--- config.mk ---
export PLATFORM = sky130hd
export DESIGN_NAME = abro_input_conditioner
export DESIGN_NICKNAME = d
export VERILOG_FILES = /design/src/rtl/abro_pkg.sv /design/src/rtl/abro_debounce_channel.sv /design/src/rtl/abro_input_conditioner.sv
export SDC_FILE = /design/constraint.sdc
export NUM_CORES = 1
export LEC_CHECK = 0
export CORE_AREA = 8 8 54 56
export DETAILED_ROUTE_END_ITERATION = 10
export DIE_AREA = 0 0 62 64
export GPL_TIMING_DRIVEN = 0
export PLACE_DENSITY = 0.78
export SLEW_MARGIN = 20
export SYNTH_ARGS = -nofsm -noshare
export SYNTH_HDL_FRONTEND = slang
export SYNTH_SLANG_ARGS = --single-unit
--- constraint.sdc ---
create_clock -name clk -period 1.5 [get_ports clk]
set_input_delay 0.3 -clock clk [delete_from_list [all_inputs] [get_ports clk]]
set_output_delay 0.3 -clock clk [all_outputs]
set_load 0.02 [all_outputs]
--- src/rtl/abro_pkg.sv ---
// Shared types and constants for the ABRO input front end.
//   deb_state_t      : per-channel debounce FSM state
//   DEBOUNCE_DEFAULT : default number of stable cycles needed to accept a level change
package abro_pkg;

  typedef enum logic [1:0] {
    IDLE_LOW,
    CHECK_HIGH,
    STABLE_HIGH,
    CHECK_LOW
  } deb_state_t;

  localparam int DEBOUNCE_DEFAULT = 4;

endpackage

--- src/rtl/abro_debounce_channel.sv ---
// One input channel: a 2-flop synchroniser followed by a debounce FSM.
// The module presents the level and pulse values that the FSM is moving to
// (derived from registered state only). The parent registers them, so the
// accepted edge and the output register update land on the same clock edge.
//   clk       : system clock, rising edge
//   reset     : synchronous, active-high
//   raw_in    : raw asynchronous input
//   level_out : debounced level the FSM is entering this cycle
//   pulse_out : high in the cycle the FSM accepts a rising edge
module abro_debounce_channel
  import abro_pkg::*;
#(
  parameter int DEBOUNCE_CYCLES = DEBOUNCE_DEFAULT
) (
  input  logic clk,
  input  logic reset,
  input  logic raw_in,
  output logic level_out,
  output logic pulse_out
);

  localparam int CNT_W = $clog2(DEBOUNCE_CYCLES + 1);
  localparam logic [CNT_W-1:0] CNT_LAST = CNT_W'(DEBOUNCE_CYCLES - 1);

  logic             s1, s2;
  deb_state_t       state, state_nxt;
  logic [CNT_W-1:0] cnt, cnt_nxt;

  // NOTE: sequential state uses non-blocking assignments so every flop
  // samples the pre-edge value of its neighbours (s1 -> s2 stays a true shift).
  always_ff @(posedge clk) begin
    if (reset) begin
      s1    <= 1'b0;
      s2    <= 1'b0;
      state <= IDLE_LOW;
      cnt   <= '0;
    end else begin
      s1    <= raw_in;
      s2    <= s1;
      state <= state_nxt;
      cnt   <= cnt_nxt;
    end
  end

  // NOTE: every output of this block is given a default first so no path
  // through the case statement can leave a value unassigned (no latches).
  always_comb begin
    state_nxt = state;
    cnt_nxt   = cnt;
    pulse_out = 1'b0;
    case (state)
      IDLE_LOW: begin
        if (s2) begin
          state_nxt = CHECK_HIGH;
          cnt_nxt   = CNT_W'(1);
        end
      end
      CHECK_HIGH: begin
        if (!s2) begin
          state_nxt = IDLE_LOW;          // bounce rejected
          cnt_nxt   = '0;
        end else if (cnt == CNT_LAST) begin
          state_nxt = STABLE_HIGH;
          cnt_nxt   = '0;
          pulse_out = 1'b1;
        end else begin
          cnt_nxt = cnt + 1'b1;
        end
      end
      STABLE_HIGH: begin
        if (!s2) begin
          state_nxt = CHECK_LOW;
          cnt_nxt   = CNT_W'(1);
        end
      end
      CHECK_LOW: begin
        if (s2) begin
          state_nxt = STABLE_HIGH;       // glitch low: no second pulse
          cnt_nxt   = '0;
        end else if (cnt == CNT_LAST) begin
          state_nxt = IDLE_LOW;
          cnt_nxt   = '0;
        end else begin
          cnt_nxt = cnt + 1'b1;
        end
      end
      default: begin
        state_nxt = IDLE_LOW;
        cnt_nxt   = '0;
      end
    endcase
  end

  // Level is high while the FSM sits on the high side (or is checking a fall).
  assign level_out = (state_nxt == STABLE_HIGH) || (state_nxt == CHECK_LOW);

endmodule

--- src/rtl/abro_input_conditioner.sv ---
// Front end for the ABRO core: synchronises and debounces A, B and R, and
// produces registered single-cycle event pulses and debounced levels.
// An R event in a given cycle suppresses any A/B event in the same cycle;
// the suppressed event is lost, not deferred.
//   clk          : system clock, rising edge
//   reset        : synchronous, active-high
//   a_raw/b_raw/r_raw       : raw asynchronous inputs
//   a_pulse/b_pulse/r_pulse : one-cycle pulses on accepted rising edges
//   a_level/b_level/r_level : debounced levels
module abro_input_conditioner
  import abro_pkg::*;
#(
  parameter int DEBOUNCE_CYCLES = DEBOUNCE_DEFAULT
) (
  input  logic clk,
  input  logic reset,
  input  logic a_raw,
  input  logic b_raw,
  input  logic r_raw,
  output logic a_pulse,
  output logic b_pulse,
  output logic r_pulse,
  output logic a_level,
  output logic b_level,
  output logic r_level
);

  logic a_lvl_nxt, b_lvl_nxt, r_lvl_nxt;
  logic a_pls_nxt, b_pls_nxt, r_pls_nxt;

  abro_debounce_channel #(.DEBOUNCE_CYCLES(DEBOUNCE_CYCLES)) u_ch_a (
    .clk(clk), .reset(reset), .raw_in(a_raw), .level_out(a_lvl_nxt), .pulse_out(a_pls_nxt)
  );

  abro_debounce_channel #(.DEBOUNCE_CYCLES(DEBOUNCE_CYCLES)) u_ch_b (
    .clk(clk), .reset(reset), .raw_in(b_raw), .level_out(b_lvl_nxt), .pulse_out(b_pls_nxt)
  );

  abro_debounce_channel #(.DEBOUNCE_CYCLES(DEBOUNCE_CYCLES)) u_ch_r (
    .clk(clk), .reset(reset), .raw_in(r_raw), .level_out(r_lvl_nxt), .pulse_out(r_pls_nxt)
  );

  always_ff @(posedge clk) begin
    if (reset) begin
      a_pulse <= 1'b0;
      b_pulse <= 1'b0;
      r_pulse <= 1'b0;
      a_level <= 1'b0;
      b_level <= 1'b0;
      r_level <= 1'b0;
    end else begin
      a_pulse <= a_pls_nxt & ~r_pls_nxt;
      b_pulse <= b_pls_nxt & ~r_pls_nxt;
      r_pulse <= r_pls_nxt;
      a_level <= a_lvl_nxt;
      b_level <= b_lvl_nxt;
      r_level <= r_lvl_nxt;
    end
  end

endmodule

-- Word-level counts from Yosys, hierarchy flattened
Index checks and enable logic that the tools add are counted.
- bits in writable memories: 0
- output and inout bits: 6
- memories: 0
- bits of input ports: 5
- memory bits (read-only): 0
- bits in registers: 27
- latch bits: 0
- eq/ne operators: 24
- $lt $le $gt $ge: 0
- div/mod/pow operators: 0
- shifts and indexed selects: 0
- $mul: 0
- muxes and demuxes: 48
- add/sub/neg operators: 3
- bitwise logic cells: 3
- reductions and logical operators: 9
- operator list (cell ; count):
    two-way mux 3 bit ; 15
    two-way mux 2 bit ; 18
    one-hot mux 3 bit (4 select lines) ; 3
    equality test 2 bit, second input constant ; 12
    one-hot mux 2 bit (4 select lines) ; 3
    adder 3 x 1 -> 3 bit, second input constant ; 3
    equality test 3 x 2 -> 1 bit, second input constant ; 3
    two-way mux 1 bit ; 9
    equality test 2 x 1 -> 1 bit, second input constant ; 3
    logical NOT 2 bit ; 3
    != test 2 x 1 -> 1 bit, second input constant ; 3
    != test 2 bit, second input constant ; 3
    AND reduction 2 bit ; 3
    logical OR 1 bit ; 3
    AND 1 bit ; 2
    NOT 1 bit ; 1

-- Logic depth before layout (Yosys ltp)
- word-level depth: 6
- gate-level depth with buffers: 4
- depth with buffers taken out: 4

-- Modules after synthesis
Synthesis repeated with hierarchy kept, for this count alone.
- cells, all modules: 93
- area, all modules: 1027.2 µm²
- modules (own cells, without submodules) (module ; sequential area each (µm²) ; cells an instance ; times used ; area each (µm²)):
    abro_debounce_channel ; 140.1 ; 27 ; 3 ; 289.0
    abro_input_conditioner ; 120.1 ; 12 ; 1 ; 160.2

-- Least setup slack after synthesis
No wires, ideal clock.
- path type: register to register
- from: register u_ch_a.s2
- to: register u_ch_a.cnt[2]
- arrival time: 1.075 ns
- slack: 0.353 ns
- stages on the path, launching flop included: 4
- buffers on the path: 0
- library setup time: 0.073 ns
- cells stage by stage: dfxtp_1 xor2_1 mux2_1 nor3b_2
- longest elaborated chain between the ends: 2
- elaborated cells on any way between the ends: 6
- classes of those cells: 2 x eq/ne; 3 x mux; 1 x reduce/logical
- RTL lines (what ; RTL line ; text):
    from (decl) ; abro_debounce_channel.sv:25 ; logic s1, s2;
    from (signal assigned) ; abro_debounce_channel.sv:34 ; s2 <= 1'b0;
    from (signal assigned) ; abro_debounce_channel.sv:39 ; s2 <= s1;
    two-way mux 3 bit, or another cell as far along ; abro_debounce_channel.sv:77 ; if (s2) begin
    one-hot mux 3 bit (4 select lines) or AND reduction 2 bit (tied branches) ; n/a ;
    to (signal assigned) ; abro_debounce_channel.sv:41 ; cnt <= cnt_nxt;
    to (decl) ; abro_debounce_channel.sv:27 ; logic [CNT_W-1:0] cnt, cnt_nxt;
Several ways; a longest one is shown, not always the timed one.
A chain may end at the register's enable or synchronous reset.

-- Final worst setup path
- from: register u_ch_r.cnt[0]
- to: register r_pulse
- longest elaborated chain between the ends: 4
- RTL lines (what ; RTL line ; text):
    from (decl) ; abro_debounce_channel.sv:27 ;
    from (signal assigned) ; abro_debounce_channel.sv:41 ;
    equality test 3 x 2 -> 1 bit ; abro_debounce_channel.sv:62 ; end else if (cnt == CNT_LAST) begin
    two-way mux 1 bit ; abro_debounce_channel.sv:62 ;
    two-way mux 1 bit ; abro_debounce_channel.sv:59 ; if (!s2) begin
    two-way mux 1 bit ; abro_debounce_channel.sv:51 ; case (state)
    to (signal assigned) ; abro_input_conditioner.sv:54 ; r_pulse <= r_pls_nxt;
    to (decl) ; abro_input_conditioner.sv:22 ; output logic r_pulse,
Every way passes these cells.

==> flow_summary.toml <==
[logic_synthesis]
synth_common_cells = "dfxtp_1 (27), nor2_1 (10), nor2b_1 (8)"
synthTopCellsByArea = "dfxtp_1 (52%), nor2b_1 (4.9%), nand2b_1 (4.3%)"
synth_top_area_frac = 0.525
synth_ff_type = "dfxtp_1"
yosys_warnings = 0
syn_area_sq_um = 1030
synthCells = 98
synth_most_common_cell = "dfxtp_1"
synth_enable_flop_cells = 0
seq_area_frac_synth = 0.525
synth_cell_types = 26
syn_nets = 106
async_flop_share = 0
synth_top_area_cell = "dfxtp_1"
synth.avg_cell_area_sq_um = 10.5
ys_ff_latch = 27

[worst_setup_path]
cpMaxStageDelayCell = "dfxtp_1"
cpPeakStageDelay_ps = 390
path_depth = 4
crit_path_cell_trace = "ha_1, nand3b_1, nor3b_2, nor2b_1"
endpoint = "r_pulse$_SDFF_PP0_"
reg2reg_to = "r_pulse$_SDFF_PP0_"
cp.required_ps = 1770
r2r_slack_ps = 210
cp_num_buf_inv = 0
reg2reg_from = "u_ch_r.cnt[0]$_SDFFE_PP0P_"
arrival_ps = 1550
reg2reg_depth = 4
end_kind = "flop"
worstSetupStartpointType = "flop"
crit_family = "simple AND/OR/NAND/NOR gates"
cp-startpoint = "u_ch_r.cnt[0]$_SDFFE_PP0P_"
crit_fanout = 3
crit_type = "flop to flop"

[route]
drt-vias-per-instance = 4.99
ant_nets = 0
first_pass_iters = 4
vias = 693
drt_iter0_drc = 10
route.detailed.drc = 0
wire_per_inst_um = 12.1
routed_wl_um = 1690

[timing]
setup_tns_ps = 0
drv_slew = 0
worst_slew_pin_slew_ps = 476
relSlewSlack = 0.683
setup_violations = 0
final-hold-violation-count = 0
finalCritPeriodShare = 0.857
grt_setup_unrepaired = "false"
fmax_mhz = 778
clock_skew_ps = 12.3
period_minus_slack_ps = 1290

[cells_and_area]
synthToLayoutAreaGrowth_pct = 14.8
final_nets = 120
layout-drive-gt1-share = 0.0991
final_cell_count_no_fill = 139
diodes = 0

[cts]
cts_buffers = 3
clockBufferDepth = 2
cts.sinks = 27
cts-root-buf = "clkbuf_4"
clk_latency_ps = 330
post_cts_buffers = 0
clk_pin_slew_ps = 150
cts_max_level = 1
cts_tree = "built"

[flow_run]
cap_violations = 0

[die]
die_h_um = 64
die_area_sq_um = 3970
die_x_um = 62
io_pins = 11
rows = 17
initial_core_util = 0.489
core_area_sq_um = 2110

[grt]
grt_max_degree = 17
overflow = 0
track_usage = 0.0964
grt_pass1_wl_um = 2960
grt_pass1_vias = 722
antenna_found_initial = 0

[power]
powerDensity_nw_per_um2 = 943
power.leakage_nw = 0.502
ir_drop_mv = 0.861

[run_status]
status = "finished, final reports clean"

[min_path]
hold_path.class = "input port to flop"
min_from = "reset"

[place]
gp_congestion = 0.707
port_buffers = 9
dp.cells = 135
dp.final_hpwl_um = 1210
-- worst reg2reg max path: stages, from the launching register on --
cell,delay [ps]
dfxtp_1,390
ha_1,200
nand3b_1,160
nor3b_2,310
nor2b_1,170
-- power breakdown --
part	switching [W]	internal [W]
clock network	0.000216	0.000102
registers	0.0000107	0.000732
logic	0.0000276	0.0000266
-- state kept, by name, summed over array words and instances (netlist names), 2 cells and up --
register	count
u_ch_a.cnt	3
u_ch_a.state	2
u_ch_b.cnt	3
u_ch_b.state	2
u_ch_r.cnt	3
u_ch_r.state	2
-- layout by cell type, fill, tap and decap left out --
master           netlist  routed
dfxtp_1               27      27
nor2_1                10      10
nor2b_1                8       8
nand2b_1               7       7
dlygate4sd2_1          0       6
nand3b_1               5       5
nand2_1                5       5
nor3b_2                3       4
a21oi_1                3       3
mux2i_1                3       3
ha_1                   3       3
clkbuf_4               0       3
clkdlybuf4s50_1        0       3
xnor2_1                2       2
xor2_1                 2       2
nand4_1                2       2
clkbuf_1               2       2
inv_1                  2       2
a221oi_1               2       2
nor4_1                 2       2
mux2_1                 2       2
buf_2                  1       1
xor2_2                 1       1
mux2_2                 1       1
nand3_1                1       1
or3b_1                 1       1
o21a_1                 1       1
nor3_1                 1       1
clkinvlp_4             0       1
-- cell type report --
type,instances,area (sq um)
repair buffers,9,82.6
fillers,174,923
clock buffers,3,22.5
clock inverters,1,7.51
flip-flops and latches,27,541
multi-input cells,66,474
inverters,2,7.51
plain buffers,3,12.5
well taps,28,35.0
-- per-layer routing --
metal  up-vias  track usage  part of all wire
li1        354            -                 -
met3         6       0.0220             0.042
met2        14        0.154              0.47
met1       319        0.111              0.46
met5         -            0                 0
met4         0       0.0598             0.030
-- logic make-up (layout without fill, tap and decap cells) --
logic type	count (synthesis)	count (layout)	share of synthesized area
muxes	6	6	0.0620
AOI/OAI and AO/OA	6	6	0.0389
xor gates and xnor gates	5	5	0.0498
DFF	27	27	0.525
buffers and inverters	5	18	0.0194
and+or+nand+nor	46	46	0.269
adders and majority gates	3	3	0.0365
-- how the worst min path moves through the flow --
stage	to	slack [ps]	depth (start not counted)
after floorplan	u_ch_a.s2$_SDFF_PP0_	410	1
after global placement	u_ch_r.s2$_SDFF_PP0_	420	1
after detailed placement	u_ch_b.s2$_SDFF_PP0_	430	1
after CTS	u_ch_a.s2$_SDFF_PP0_	300	2
after global routing	u_ch_r.s2$_SDFF_PP0_	340	2
final	u_ch_a.s2$_SDFF_PP0_	290	2
-- metrics by stage --
| stage | power (W) | setup WS, ps | utilization | instance area (sq um) | hold slack, ps |
|---|---|---|---|---|---|
| CTS | 0.00112 | 69.6 | 0.559 | 1180 | 300 |
| global placement | 0.000809 | 170 | 0.548 | 1150 | 418 |
| floorplan | 0.000794 | 353 | - | 1030 | 414 |
| finish | 0.00111 | 214 | 0.561 | 1180 | 291 |
| detailed placement | 0.000812 | 157 | 0.548 | 1150 | 428 |
| global route | 0.00115 | 71.6 | 0.561 | 1180 | 339 |
-- what timing repair did --
item | CTS | global route
endpoints found under the setup margin | 6 | 3
pin swaps | 0 | 0
gates resized for setup | 6 | 1
cloned | 0 | 0
hold buffers | 0 | 0
No activity file was read; power rests on OpenSTA's default activity.
